### src/rtl/fsm_table_engine_pkg.sv
// Shared types and helpers for the table-driven FSM engine.
// Optional step counter is enabled by defining FSM_STEP_CNT_EN.
package fsm_tbl_pkg;

  localparam int DEF_SW = 4;
  localparam int DEF_IW = 4;
  localparam int DEF_K  = 6;

  typedef struct packed {
    logic              en;
    logic [DEF_IW-1:0] val;
    logic [DEF_IW-1:0] mask;
    logic [DEF_SW-1:0] next;
  } rule_t;

  localparam int RULE_W = $bits(rule_t);

  // A single rule still needs a one-bit index so the cfg port never collapses.
  function automatic int rule_idx_w(input int k);
    return (k > 1) ? $clog2(k) : 1;
  endfunction

endpackage

### src/rtl/fsm_table_engine_if.sv
// Symbol, rule-configuration and observation signals of the table-driven FSM.
interface fsm_tbl_if
  import fsm_tbl_pkg::*;
#(
  parameter int SW    = DEF_SW,
  parameter int IW    = DEF_IW,
  parameter int K     = DEF_K,
  parameter int CNT_W = 16
);

  localparam int RW = rule_idx_w(K);

  logic [IW-1:0]    x_in;
  logic             x_valid;
  logic             cfg_we;
  logic [SW-1:0]    cfg_state;
  logic [RW-1:0]    cfg_rule;
  logic             cfg_en;
  logic [IW-1:0]    cfg_val;
  logic [IW-1:0]    cfg_mask;
  logic [SW-1:0]    cfg_next;
  logic [SW-1:0]    y_out;
  logic             hit;
  logic [CNT_W-1:0] step_cnt;

  modport master (
    output x_in, x_valid, cfg_we, cfg_state, cfg_rule, cfg_en, cfg_val, cfg_mask, cfg_next,
    input  y_out, hit, step_cnt
  );

  modport slave (
    input  x_in, x_valid, cfg_we, cfg_state, cfg_rule, cfg_en, cfg_val, cfg_mask, cfg_next,
    output y_out, hit, step_cnt
  );

endinterface

### src/rtl/fsm_table_engine_rule_match.sv
// K-way masked compare of one state's rules against the input symbol;
// the lowest-numbered enabled matching rule supplies the next state.
module fsm_rule_match #(
  parameter int SW = 4,
  parameter int IW = 4,
  parameter int K  = 6
) (
  input  logic [K-1:0]         en,
  input  logic [K-1:0][IW-1:0] val,
  input  logic [K-1:0][IW-1:0] mask,
  input  logic [K-1:0][SW-1:0] next,
  input  logic [IW-1:0]        x_in,
  output logic                 match,
  output logic [SW-1:0]        next_state
);

  // Scanning from the highest index down lets the lowest matching rule win.
  always_comb begin
    match      = 1'b0;
    next_state = '0;
    for (int r = K - 1; r >= 0; r--) begin
      if (en[r] && (((x_in ^ val[r]) & mask[r]) == '0)) begin
        match      = 1'b1;
        next_state = next[r];
      end
    end
  end

endmodule

### src/rtl/fsm_table_engine.sv
// Programmable Moore FSM whose transitions live in a writable rule table.
// Define FSM_STEP_CNT_EN to build the saturating transition counter.
module fsm_table_engine
  import fsm_tbl_pkg::*;
#(
  parameter int SW        = DEF_SW,
  parameter int IW        = DEF_IW,
  parameter int K         = DEF_K,
  parameter int RST_STATE = 0,
  parameter int CNT_W     = 16
) (
  input  logic     TCK,
  input  logic     RESET,
  fsm_tbl_if.slave bus
);

  localparam int NS = 1 << SW;

  logic [NS-1:0][K-1:0] en_tbl;
  logic [IW-1:0]        val_tbl  [NS][K];
  logic [IW-1:0]        mask_tbl [NS][K];
  logic [SW-1:0]        next_tbl [NS][K];

  logic [K-1:0]         cur_en;
  logic [K-1:0][IW-1:0] cur_val;
  logic [K-1:0][IW-1:0] cur_mask;
  logic [K-1:0][SW-1:0] cur_next;

  logic [SW-1:0] state;
  logic          hit_r;
  logic          match;
  logic [SW-1:0] match_next;
  logic          wr_ok;

  assign wr_ok = bus.cfg_we && (32'(bus.cfg_rule) < 32'(K));

  // Only the enable bits need clearing; the other fields are ignored while disabled.
  always_ff @(posedge TCK) begin
    if (RESET) begin
      en_tbl <= '0;
    end else if (wr_ok) begin
      en_tbl[bus.cfg_state][bus.cfg_rule] <= bus.cfg_en;
    end
  end

  always_ff @(posedge TCK) begin
    if (!RESET && wr_ok) begin
      val_tbl[bus.cfg_state][bus.cfg_rule]  <= bus.cfg_val;
      mask_tbl[bus.cfg_state][bus.cfg_rule] <= bus.cfg_mask;
      next_tbl[bus.cfg_state][bus.cfg_rule] <= bus.cfg_next;
    end
  end

  always_comb begin
    cur_en   = '0;
    cur_val  = '0;
    cur_mask = '0;
    cur_next = '0;
    for (int r = 0; r < K; r++) begin
      cur_en[r]   = en_tbl[state][r];
      cur_val[r]  = val_tbl[state][r];
      cur_mask[r] = mask_tbl[state][r];
      cur_next[r] = next_tbl[state][r];
    end
  end

  fsm_rule_match #(
    .SW(SW),
    .IW(IW),
    .K (K)
  ) u_match (
    .en        (cur_en),
    .val       (cur_val),
    .mask      (cur_mask),
    .next      (cur_next),
    .x_in      (bus.x_in),
    .match     (match),
    .next_state(match_next)
  );

  // Step reads the table as it stood before this edge's write, so collisions see old rules.
  always_ff @(posedge TCK) begin
    if (RESET) begin
      state <= SW'(RST_STATE);
      hit_r <= 1'b0;
    end else if (bus.x_valid && match) begin
      state <= match_next;
      hit_r <= 1'b1;
    end else begin
      hit_r <= 1'b0;
    end
  end

  assign bus.y_out = state;
  assign bus.hit   = hit_r;

`ifdef FSM_STEP_CNT_EN
  logic [CNT_W-1:0] step_cnt_r;

  always_ff @(posedge TCK) begin
    if (RESET) begin
      step_cnt_r <= '0;
    end else if (hit_r && (step_cnt_r != {CNT_W{1'b1}})) begin
      step_cnt_r <= step_cnt_r + 1'b1;
    end
  end

  assign bus.step_cnt = step_cnt_r;
`else
  assign bus.step_cnt = {CNT_W{1'b0}};
`endif

endmodule

### src/flat_wrapper.sv
// flat-port wrapper written by rule: the top's interface ports become plain ports
module fsm_table_engine_flat import fsm_tbl_pkg::*;
#(
  parameter int SW        = DEF_SW,
  parameter int IW        = DEF_IW,
  parameter int K         = DEF_K,
  parameter int RST_STATE = 0,
  parameter int CNT_W     = 16
)
  (TCK, RESET, bus_x_in, bus_x_valid, bus_cfg_we, bus_cfg_state, bus_cfg_rule, bus_cfg_en, bus_cfg_val, bus_cfg_mask, bus_cfg_next, bus_y_out, bus_hit, bus_step_cnt);
  fsm_tbl_if #(.SW(SW), .IW(IW), .K(K), .CNT_W(CNT_W)) bus_i ();
  input  logic TCK;
  input  logic RESET;
  input wire logic [$bits(bus_i.x_in)-1:0] bus_x_in;
  input wire logic [$bits(bus_i.x_valid)-1:0] bus_x_valid;
  input wire logic [$bits(bus_i.cfg_we)-1:0] bus_cfg_we;
  input wire logic [$bits(bus_i.cfg_state)-1:0] bus_cfg_state;
  input wire logic [$bits(bus_i.cfg_rule)-1:0] bus_cfg_rule;
  input wire logic [$bits(bus_i.cfg_en)-1:0] bus_cfg_en;
  input wire logic [$bits(bus_i.cfg_val)-1:0] bus_cfg_val;
  input wire logic [$bits(bus_i.cfg_mask)-1:0] bus_cfg_mask;
  input wire logic [$bits(bus_i.cfg_next)-1:0] bus_cfg_next;
  output wire logic [$bits(bus_i.y_out)-1:0] bus_y_out;
  output wire logic [$bits(bus_i.hit)-1:0] bus_hit;
  output wire logic [$bits(bus_i.step_cnt)-1:0] bus_step_cnt;
  assign bus_i.x_in = bus_x_in;
  assign bus_i.x_valid = bus_x_valid;
  assign bus_i.cfg_we = bus_cfg_we;
  assign bus_i.cfg_state = bus_cfg_state;
  assign bus_i.cfg_rule = bus_cfg_rule;
  assign bus_i.cfg_en = bus_cfg_en;
  assign bus_i.cfg_val = bus_cfg_val;
  assign bus_i.cfg_mask = bus_cfg_mask;
  assign bus_i.cfg_next = bus_cfg_next;
  assign bus_y_out = bus_i.y_out;
  assign bus_hit = bus_i.hit;
  assign bus_step_cnt = bus_i.step_cnt;
  fsm_table_engine #(.SW(SW), .IW(IW), .K(K), .RST_STATE(RST_STATE), .CNT_W(CNT_W)) u_core (.TCK(TCK), .RESET(RESET), .bus(bus_i));
endmodule
### config.mk
export PLATFORM = sky130hd
export DESIGN_NAME = fsm_table_engine_flat
export DESIGN_NICKNAME = d
export VERILOG_FILES = /design/src/rtl/fsm_table_engine_pkg.sv /design/src/rtl/fsm_table_engine_if.sv /design/src/rtl/fsm_table_engine_rule_match.sv /design/src/rtl/fsm_table_engine.sv /design/src/flat_wrapper.sv
export SDC_FILE = /design/constraint.sdc
export NUM_CORES = 1
export LEC_CHECK = 0
export BUFFER_PORTS_ARGS = -buffer_cell sky130_fd_sc_hd__buf_4
export CAP_MARGIN = 20
export CORE_MARGIN = 2
export CORE_UTILIZATION = 45
export DETAILED_ROUTE_END_ITERATION = 6
export SLEW_MARGIN = 25
export SYNTH_ARGS = -nofsm -noshare
export SYNTH_HDL_FRONTEND = slang
export SYNTH_SLANG_ARGS = --single-unit
### constraint.sdc
create_clock -name TCK -period 3.48 [get_ports TCK]
set_input_delay 0 -clock TCK [delete_from_list [all_inputs] [get_ports TCK]]
set_output_delay 0 -clock TCK [all_outputs]
set_load 0.05 [all_outputs]
# Word level (Yosys, flattened, before mapping)
# Memories as Yosys holds them, arrays and structs flattened. A register that Yosys moved wholly into a read port is not among the register bits.
# Cells that the tools add are included.
# op_classes
n_lt_le_gt_ge,8
mux,30
n_bitwise,13
n_reduce_logical,19
# ops
cell,count
bitwise mux 96 bit,1
2-to-1 mux 4 bit,13
bitwise AND 4 bit,6
binary-select mux 6 bit (select 4 bit),1
demux 6 bit (select 4 bit),1
logical NOT 4 bit,6
2-to-1 mux 24 bit,1
XOR 4 bit,6
demux 4 bit (select 3 bit),1
logical AND 1 bit,12
2-to-1 mux 6 bit,2
"less-than comparator 4 x 5 -> 1 bit, second input constant",2
2-to-1 mux 1 bit,9
"greater-or-equal comparator 4 x 1 -> 1 bit, second input constant",1
"greater-or-equal comparator 4 bit, second input constant",1
"less-than comparator 3 x 4 -> 1 bit, second input constant",1
"less-than comparator 4 x 1 -> 1 bit, second input constant",1
NOT 3 -> 4 bit,1
demux 1 bit (select 3 bit),1
"greater-or-equal comparator 3 x 1 -> 1 bit, second input constant",1
"less-than comparator 3 bit, second input constant",1
logical NOT 1 bit,1
# totals
ff_bits,101
ram_bits,1152
output_inout_bits,21
wordCells,91
mem_count,3
# mem_list
memory,words,word_bits,read_ports,rd_ports_with_merged_regs,write_ports,line_no,source
u_core.mask_tbl,16,24,1,1,1,fsm_table_engine.sv:21,logic [IW-1:0] mask_tbl [NS][K];
u_core.next_tbl,16,24,1,1,1,fsm_table_engine.sv:22,logic [SW-1:0] next_tbl [NS][K];
u_core.val_tbl,16,24,1,1,1,fsm_table_engine.sv:20,logic [IW-1:0] val_tbl [NS][K];

# Depth between registers and ports, before layout
# Gate-level depths: netlist of run 1.
# depth
depth_word,13
mapped_depth,15
depth_no_buf,9

# By module
# A second synthesis of run 1 with hierarchy kept.
# unflattened
cells_unflattened,2549
hier_area_um2,49294.8
# by_module_without_submodules
mod,instances,cells_per_inst,area_per_inst_um2,seq_area_each_um2
fsm_table_engine,1,2465,48703.0,36695.2
fsm_rule_match,1,84,591.8,0.0

# Worst setup path before layout of run 1
# OpenSTA, ideal clock, no wires.
# synth_timing
kind,register -> register
from,reg u_core.state[0] (netlist: u_core.bus.y_out[0])
to,reg (tool-made name)
setup_time_ns,0.117
t_arrival_ns,3.350
required_time_ns,3.363
path_slack_ns,0.013
stages_incl_launch_ff,12
path_buffers,3
path_cell_list,dfxtp_1 > clkbuf_1 > buf_2 > buf_2 > mux4_2 > a22oi_1 > nand2_1 > o211ai_1 > nand2_1 > o41ai_2 > nor2_2 > a32o_1
# synth_rtl
element,line_no,source
start: declaration,fsm_table_engine.sv:29,logic [SW-1:0] state;
start signal: assignment,fsm_table_engine.sv:84,state <= SW'(RST_STATE);
start signal: assignment,fsm_table_engine.sv:87,state <= match_next;

==> out/metrics.csv, run 1 <==
stage,metric,value,unit
route,wire_per_inst,28.3,um
grt,track_usage,22.3,%
worst_hold_path,min_from,bus_x_valid,
setup_path,cp-end-kind,register,
job,cap_violations,0,
worst_hold_path,hold-path-cell-count,4,
route,wl,125000,um
timing,relSlewSlack,17.2,%
floorplan,start_util,45.2,%
clocking,clockRootBuffer,clkbuf_16,
floorplan,die_x,337,um
yosys,synthesis.area,49900,um^2
yosys,synth-edff-count,1152,
route,ant_nets,0,
clocking,cts_tree,yes,
clocking,clkLatencyLatePin,0.74,ns
clocking,path_clk_slew,0.06,ns
yosys,yosysTopAreaCell,edfxtp_1,
finish,final_nets,2868,
finish,syn_to_final_growth,16.6,%
clocking,cts_max_level,4,
timing,whs,0.149,ns
yosys,muxShareOfSynthArea,16.7,%
placement,dpl_worst_slack,-0.175,ns
route,via_per_inst,5.93,
yosys,ys_ff_latch,1257,
floorplan,die_height,337,um
yosys,synth-main-ff-cell,edfxtp_1,
power,ir_drop,0.000417,V
clocking,cts_sinks,1257,
yosys,synth_fa_ha_area_share,0,%
placement,io_buffer_count,32,
route,drt-initial-drc-count,3027,
grt,grt_pass1_vias,26300,
timing,fin_crit_sh,97.4,%
placement,hpwl,73800,um
timing,setup_viol,0,
grt,grt_max_degree,97,
yosys,synth_top_family_by_area,multiplexers,
placement,place.gp.congestion,0.863,
route,dr.pass1.iters,6,
floorplan,row_count,122,
yosys,ys_seq_area_share,73.5,%
setup_path,path_class,register to register,
route,vias,26300,
clocking,clockBufferDepth,3,
power,p_leak,18.2,nW
yosys,yosys.area_share.simple,3.65,%
grt,grt-ovfl-total,0,
finish,fin_util,52.7,%
finish,stdcell_count,4432,
grt,grt_first_pass_wirelength,181000,um
setup_path,start_kind,register,
timing,setup_ws,0.0892,ns
yosys,synthXorXnorAreaFrac,0.913,%
worst_hold_path,min_to,u_core.bus.hit,
timing,fmax,0.295,GHz
timing,period_needed,3.39,ns
setup_path,required,4.16,ns
yosys,async_flop_share,0,%
timing,hold_viol_final,0,
timing,skew,0.0297,ns
clocking,numCtsBuffers,132,
timing,slew_violations,0,
yosys,synth_area_per_cell,19.7,um^2
power,power_density,522,nW/um^2
setup_path,reg2regPathDepth,13,
floorplan,core-area,110000,um^2
timing,tns,0,ns
route,drcViolationCount,0,
floorplan,io_pins,49,
yosys,synth_common_cells,"1,152 x edfxtp_1, 329 x mux4_2, 117 x nor2_1",
floorplan,die_area,114000,um^2
yosys,synth_warnings,0,
setup_path,cp_data_arrival_time,4.07,ns
yosys,synth.area.top_cells,"edfxtp_1 69%, mux4_2 15%, dfxtp_1 4.2%",
placement,dpl.cell_count,4106,
yosys,synth_top_area_share,69.3,%
grt,antenna_found_initial,6,
setup_path,path_max_fanout,18,
finish,layout-drive-gt1-share,29.2,%
setup_path,regToRegSetupSlack,0.09,ns
yosys,yosysMostFrequentCell,edfxtp_1,
yosys,synth_cell_types,65,
worst_hold_path,min-delay-path-class,primary input to register,
timing,worst_pin_slew,1.23,ns
outcome,status,completed,
yosys,syn_inst,2536,
yosys,synth-compound-area-share,3.06,%
cells in the final DEF, fill, tap and decap left out, drive strengths merged, types with 7 or more instances in the layout:
| cell | count |
|---|---|
| xor2 | 29 |
| clkbuf | 170 |
| xnor2 | 23 |
| nand3 | 110 |
| and2 | 10 |
| o21ai | 94 |
| nand2 | 74 |
| clkinv | 56 |
| a22oi | 13 |
| conb | 16 |
| buf | 299 |
| mux4 | 346 |
| edfxtp | 1152 |
| dfxtp | 105 |
| mux2i | 43 |
| a32o | 9 |
| nor2b | 15 |
| dlygate4sd3 | 36 |
| nor2 | 118 |
| and3 | 7 |
| nor3 | 11 |
| inv | 13 |
| nand2b | 16 |
| a21oi | 101 |
layer usage:
metal  track usage [%]  routed length, um  part of all wire, %
met5                 0                 27                0.022
met4              6.38               2930                  2.3
met3              4.01               9180                  7.3
met2              34.7              59100                   47
met1              32.4              54100                   43
timing repair:
item | CTS | global route
hold endpoints to repair | 724 | 96
cloned | 4 | 1
setup endpoints to repair | 8 | 8
setup buffers | 9 | 38
hold buffers | 35 | 1
pin swaps | 2 | 12
resized for setup | 8 | 44
area by class of cell:
cell class	count	area [um^2]
Fill cell	8553	52200
Sequential cell	1257	36700
Multi-Input combinational cell	1101	12300
Clock buffer	169	3570
Timing Repair Buffer	339	3170
Tap cell	1488	1860
Clock inverter	67	479
Inverter	9	36.3
Antenna cell	2	5.00
how the worst max path moves through the flow:
stage          depth (start not counted)  endpoint
6_report                              13  register
5_1_grt                               12  register
4_1_cts                               11  register
3_5_place_dp                          10  register
3_3_place_gp                          11  register
2_1_floorplan                         11  register
where the power goes:
part           leakage, nW  switching [mW]  internal (mW)  total [mW]
Sequential            11.2         0.00771           16.5        16.5
Combinational         5.06           0.501          0.115       0.616
Clock                 1.98            5.66           7.55        13.2
per-stage QoR:
| step | total power [mW] | cell area (um^2) |
|---|---|---|
| finish | 30.3 | 58200 |
| CTS | 30.6 | 57600 |
| floorplan | 17.0 | 49900 |
| global placement | 17.4 | 52900 |
| global route | 31.2 | 58100 |
| detailed placement | 17.4 | 53000 |
registers in the layout (all words and copies together), names as in the netlist, named ones only:
| name | count |
|---|---|
| u_core.en_tbl | 96 |
| u_core.next_tbl | 384 |
| u_core.bus.y_out | 4 |
| u_core.val_tbl | 384 |
| u_core.bus.hit | 1 |
| u_core.mask_tbl | 384 |
critical path, stage by stage, from the launching register on:
cell,delay [ns]
dfxtp_4,0.35
buf_4,0.19
buf_16,0.19
mux4_2,0.54
mux2i_2,0.21
buf_4,0.15
xnor2_1,0.05
a22oi_1,0.24
nand4_1,0.13
buf_4,0.18
or4_4,0.41
and4_4,0.20
o311ai_4,0.23
a32o_1,0.21
cells by family (layout without fill, tap and decap cells):
kind of cell | after synthesis | in the layout
and+or+nand+nor | 386 | 386
other | 1 | 18
AOI/OAI and AO/OA | 255 | 255
buffers and inverters | 193 | 584
xor gates and xnor gates | 52 | 52
muxes | 392 | 392
DFF | 1257 | 1257
No activity file was read; power rests on OpenSTA's default activity.
==> run 2: changes to the inputs <==
--- a/config.mk
+++ b/config.mk
@@ -7,9 +7,11 @@
 export LEC_CHECK = 0
 export BUFFER_PORTS_ARGS = -buffer_cell sky130_fd_sc_hd__buf_4
 export CAP_MARGIN = 20
+export CORE_ASPECT_RATIO = 1.5
 export CORE_MARGIN = 2
 export CORE_UTILIZATION = 45
 export DETAILED_ROUTE_END_ITERATION = 6
+export REMOVE_ABC_BUFFERS = 1
 export SLEW_MARGIN = 25
 export SYNTH_ARGS = -nofsm -noshare
 export SYNTH_HDL_FRONTEND = slang
==> out/metrics.csv, run 2 (synthesis results as in run 1) <==
stage,metric,value,unit,change
timing,slew_violations,0,,unchanged
route,wire_per_inst,29.6,um,+4.8%
finish,stdcell_count,4334,,-2.2%
outcome,status,"complete, but fails checks",,
timing,tns,0,ns,unchanged
setup_path,start_kind,register,,
worst_hold_path,min_to,u_core.bus.hit,,
floorplan,row_count,149,,+22%
route,wl_met3,6850,um,-25%
grt,grt_pass1_vias,26600,,+1.2%
finish,layout_common_cells,"1,152 x edfxtp_1, 331 x mux4_2, 242 x buf_4, 117 x nor2_1, 117 x clkbuf_16",,
clocking,cts_sinks,1257,,unchanged
placement,io_buffer_count,32,,unchanged
timing,setup_ws,0.0497,ns,-0.0395 ns
grt,grt_first_pass_wirelength,185000,um,+1.8%
floorplan,die_area,114000,um^2,about the same
finish,mostFrequentLayoutCell,edfxtp_1,,
floorplan,core-area,110000,um^2,-0.34%
finish,layout-drive-gt1-share,28.8,%,-0.36 points
route,vias,25800,,-1.8%
placement,place.gp.congestion,0.870,,+0.92%
finish,fin_util,52.4,%,-0.29 points
grt,grt_max_degree,97,,unchanged
clocking,clockBufferDepth,3,,unchanged
placement,place_area,53100,um^2,+0.21%
finish,final_nets,2831,,-1.3%
power,power_density,511,nW/um^2,-2.0%
timing,fmax,0.292,GHz,-1.2%
timing,worst_pin_slew,1.20,ns,-0.0348 ns
clocking,numCtsBuffers,111,,-16%
route,ant_nets,0,,unchanged
power,p_leak,18.0,nW,-1.4%
setup_path,cpMostUsedCell,buf_12,,
finish,multi_input_area,12300,um^2,+0.14%
floorplan,start_util,45.4,%,+0.15 points
timing,fin_crit_sh,98.6,%,+1.1 points
clocking,clkLatencyLatePin,0.71,ns,-0.03 ns
worst_hold_path,min-delay-path-class,primary input to register,,
power,totalPowerFinal,29.5,mW,-2.9%
setup_path,cp-end-kind,register,,
grt,antenna_found_initial,11,,+5
setup_path,critical-path-slowest-cell,mux4_2,,
timing,whs,0.318,ns,+0.170 ns
setup_path,required,4.08,ns,-0.08 ns
worst_hold_path,min_from,bus_x_valid,,
route,highest_layer,met5,,
route,wl,128000,um,+2.5%
finish,top_regs,"u_core.mask_tbl x384, u_core.next_tbl x384, u_core.val_tbl x384",,
power,ir_drop,0.000394,V,-5.6%
outcome,violations,DRC,,
setup_path,reg2regPathDepth,13,,unchanged
setup_path,cp_top_family,compound AO/OA/AOI/OAI gates,,
worst_hold_path,hold-path-cell-count,5,,+1
finish,fillers,8580,,+0.32%
setup_path,path_max_fanout,8,,-10
route,drcViolationCount,9,,+9
floorplan,die_x,276,um,-18%
route,met1Wirelength,48400,um,-11%
clocking,path_clk_slew,0.07,ns,about the same
setup_path,regToRegSetupSlack,0.05,ns,-0.04 ns
grt,track_usage,22.6,%,+0.36 points
setup_path,max_stage_delay,0.51,ns,-0.03 ns
timing,period_needed,3.43,ns,+0.0395 ns
floorplan,die_height,412,um,+22%
route,via_per_inst,5.95,,+0.44%
clocking,cts_max_level,3,,-1
timing,relSlewSlack,19.6,%,+2.4 points
setup_path,cp_cell_sequence,"buf_12, buf_12, buf_12, mux4_2, mux2i_2, xnor2_1, a221oi_2, o2111a_2, o21bai_4, o41ai_4, nor2b_2, buf_4, a32o_1",,
finish,register_area,36700,um^2,about the same
setup_path,timing.rr.end,u_core.bus.y_out[0],,
floorplan,io_pins,49,,unchanged
finish,stdcell_area,57600,um^2,-0.89%
setup_path,path_class,register to register,,
placement,dpl.cell_count,4067,,-0.95%
grt,grt-ovfl-total,0,,unchanged
timing,skew,0.0179,ns,-0.0118 ns
route,dr.pass1.iters,7,,+1
clocking,cts_tree,yes,,
setup_path,cp_data_arrival_time,4.03,ns,-0.04 ns
timing,hold_viol_final,0,,unchanged
timing,setup_viol,0,,unchanged
route,drt-initial-drc-count,2622,,-13%
setup_path,critPathBufInv,4,,unchanged
placement,hpwl,78800,um,+6.7%
route,wl_met2,68900,um,+17%
finish,syn_to_final_growth,15.5,%,
clocking,clockRootBuffer,clkbuf_16,,
job,cap_violations,0,,unchanged
placement,dpl_worst_slack,-0.212,ns,-0.0374 ns
==> run 2: repair_timing <==
action	CTS	global route
setup buffers	6	14
hold buffers	27	4
gates cloned	1	6
setup endpoints to repair	9	9
resized for setup	8	44
hold endpoints to repair	584	304
pin swaps	0	10
==> run 2: worst register-to-register path, stage by stage (launching register included) <==
cell      delay (ns)
dfxtp_4         0.38
buf_12          0.16
buf_12          0.13
buf_12          0.12
mux4_2          0.51
mux2i_2         0.20
xnor2_1         0.11
a221oi_2        0.36
o2111a_2        0.46
o21bai_4        0.22
o41ai_4         0.12
nor2b_2         0.17
buf_4           0.19
a32o_1          0.21
==> run 2: cell type report <==
class / count / area share [%]
tap: 1434 / 3.11
sequential: 1257 / 63.7
clock inverter: 73 / 1.29
timing repair buffer: 323 / 5.43
antenna: 5 / 0.0217
multi-input combinational: 1101 / 21.4
clock buffer: 132 / 4.99
inverter: 9 / 0.0630
==> run 2: where the power goes <==
group | switching (mW) | total (mW) | internal (mW)
combinational | 0.506 | 0.619 | 0.114
sequential | 0.00780 | 16.5 | 16.5
clock | 5.46 | 12.3 | 6.88
==> run 2: how the worst max path moves through the flow <==
stage,to,slack [ns],cells after the start
after global routing,u_core.bus.y_out[0],-0.02,11
after CTS,u_core.bus.y_out[0],0.007,13
after global placement,register,-0.21,14
final,u_core.bus.y_out[0],0.05,13
after floorplan,register,-9.89,9
after detailed placement,register,-0.21,9
==> run 2: per-layer routing <==
layer / global-route usage [%] / vias up
met4: 8.82 / 10
met5: 0 / -
li1: - / 10900
met3: 3.03 / 234
met1: 27.9 / 13800
met2: 40.2 / 894
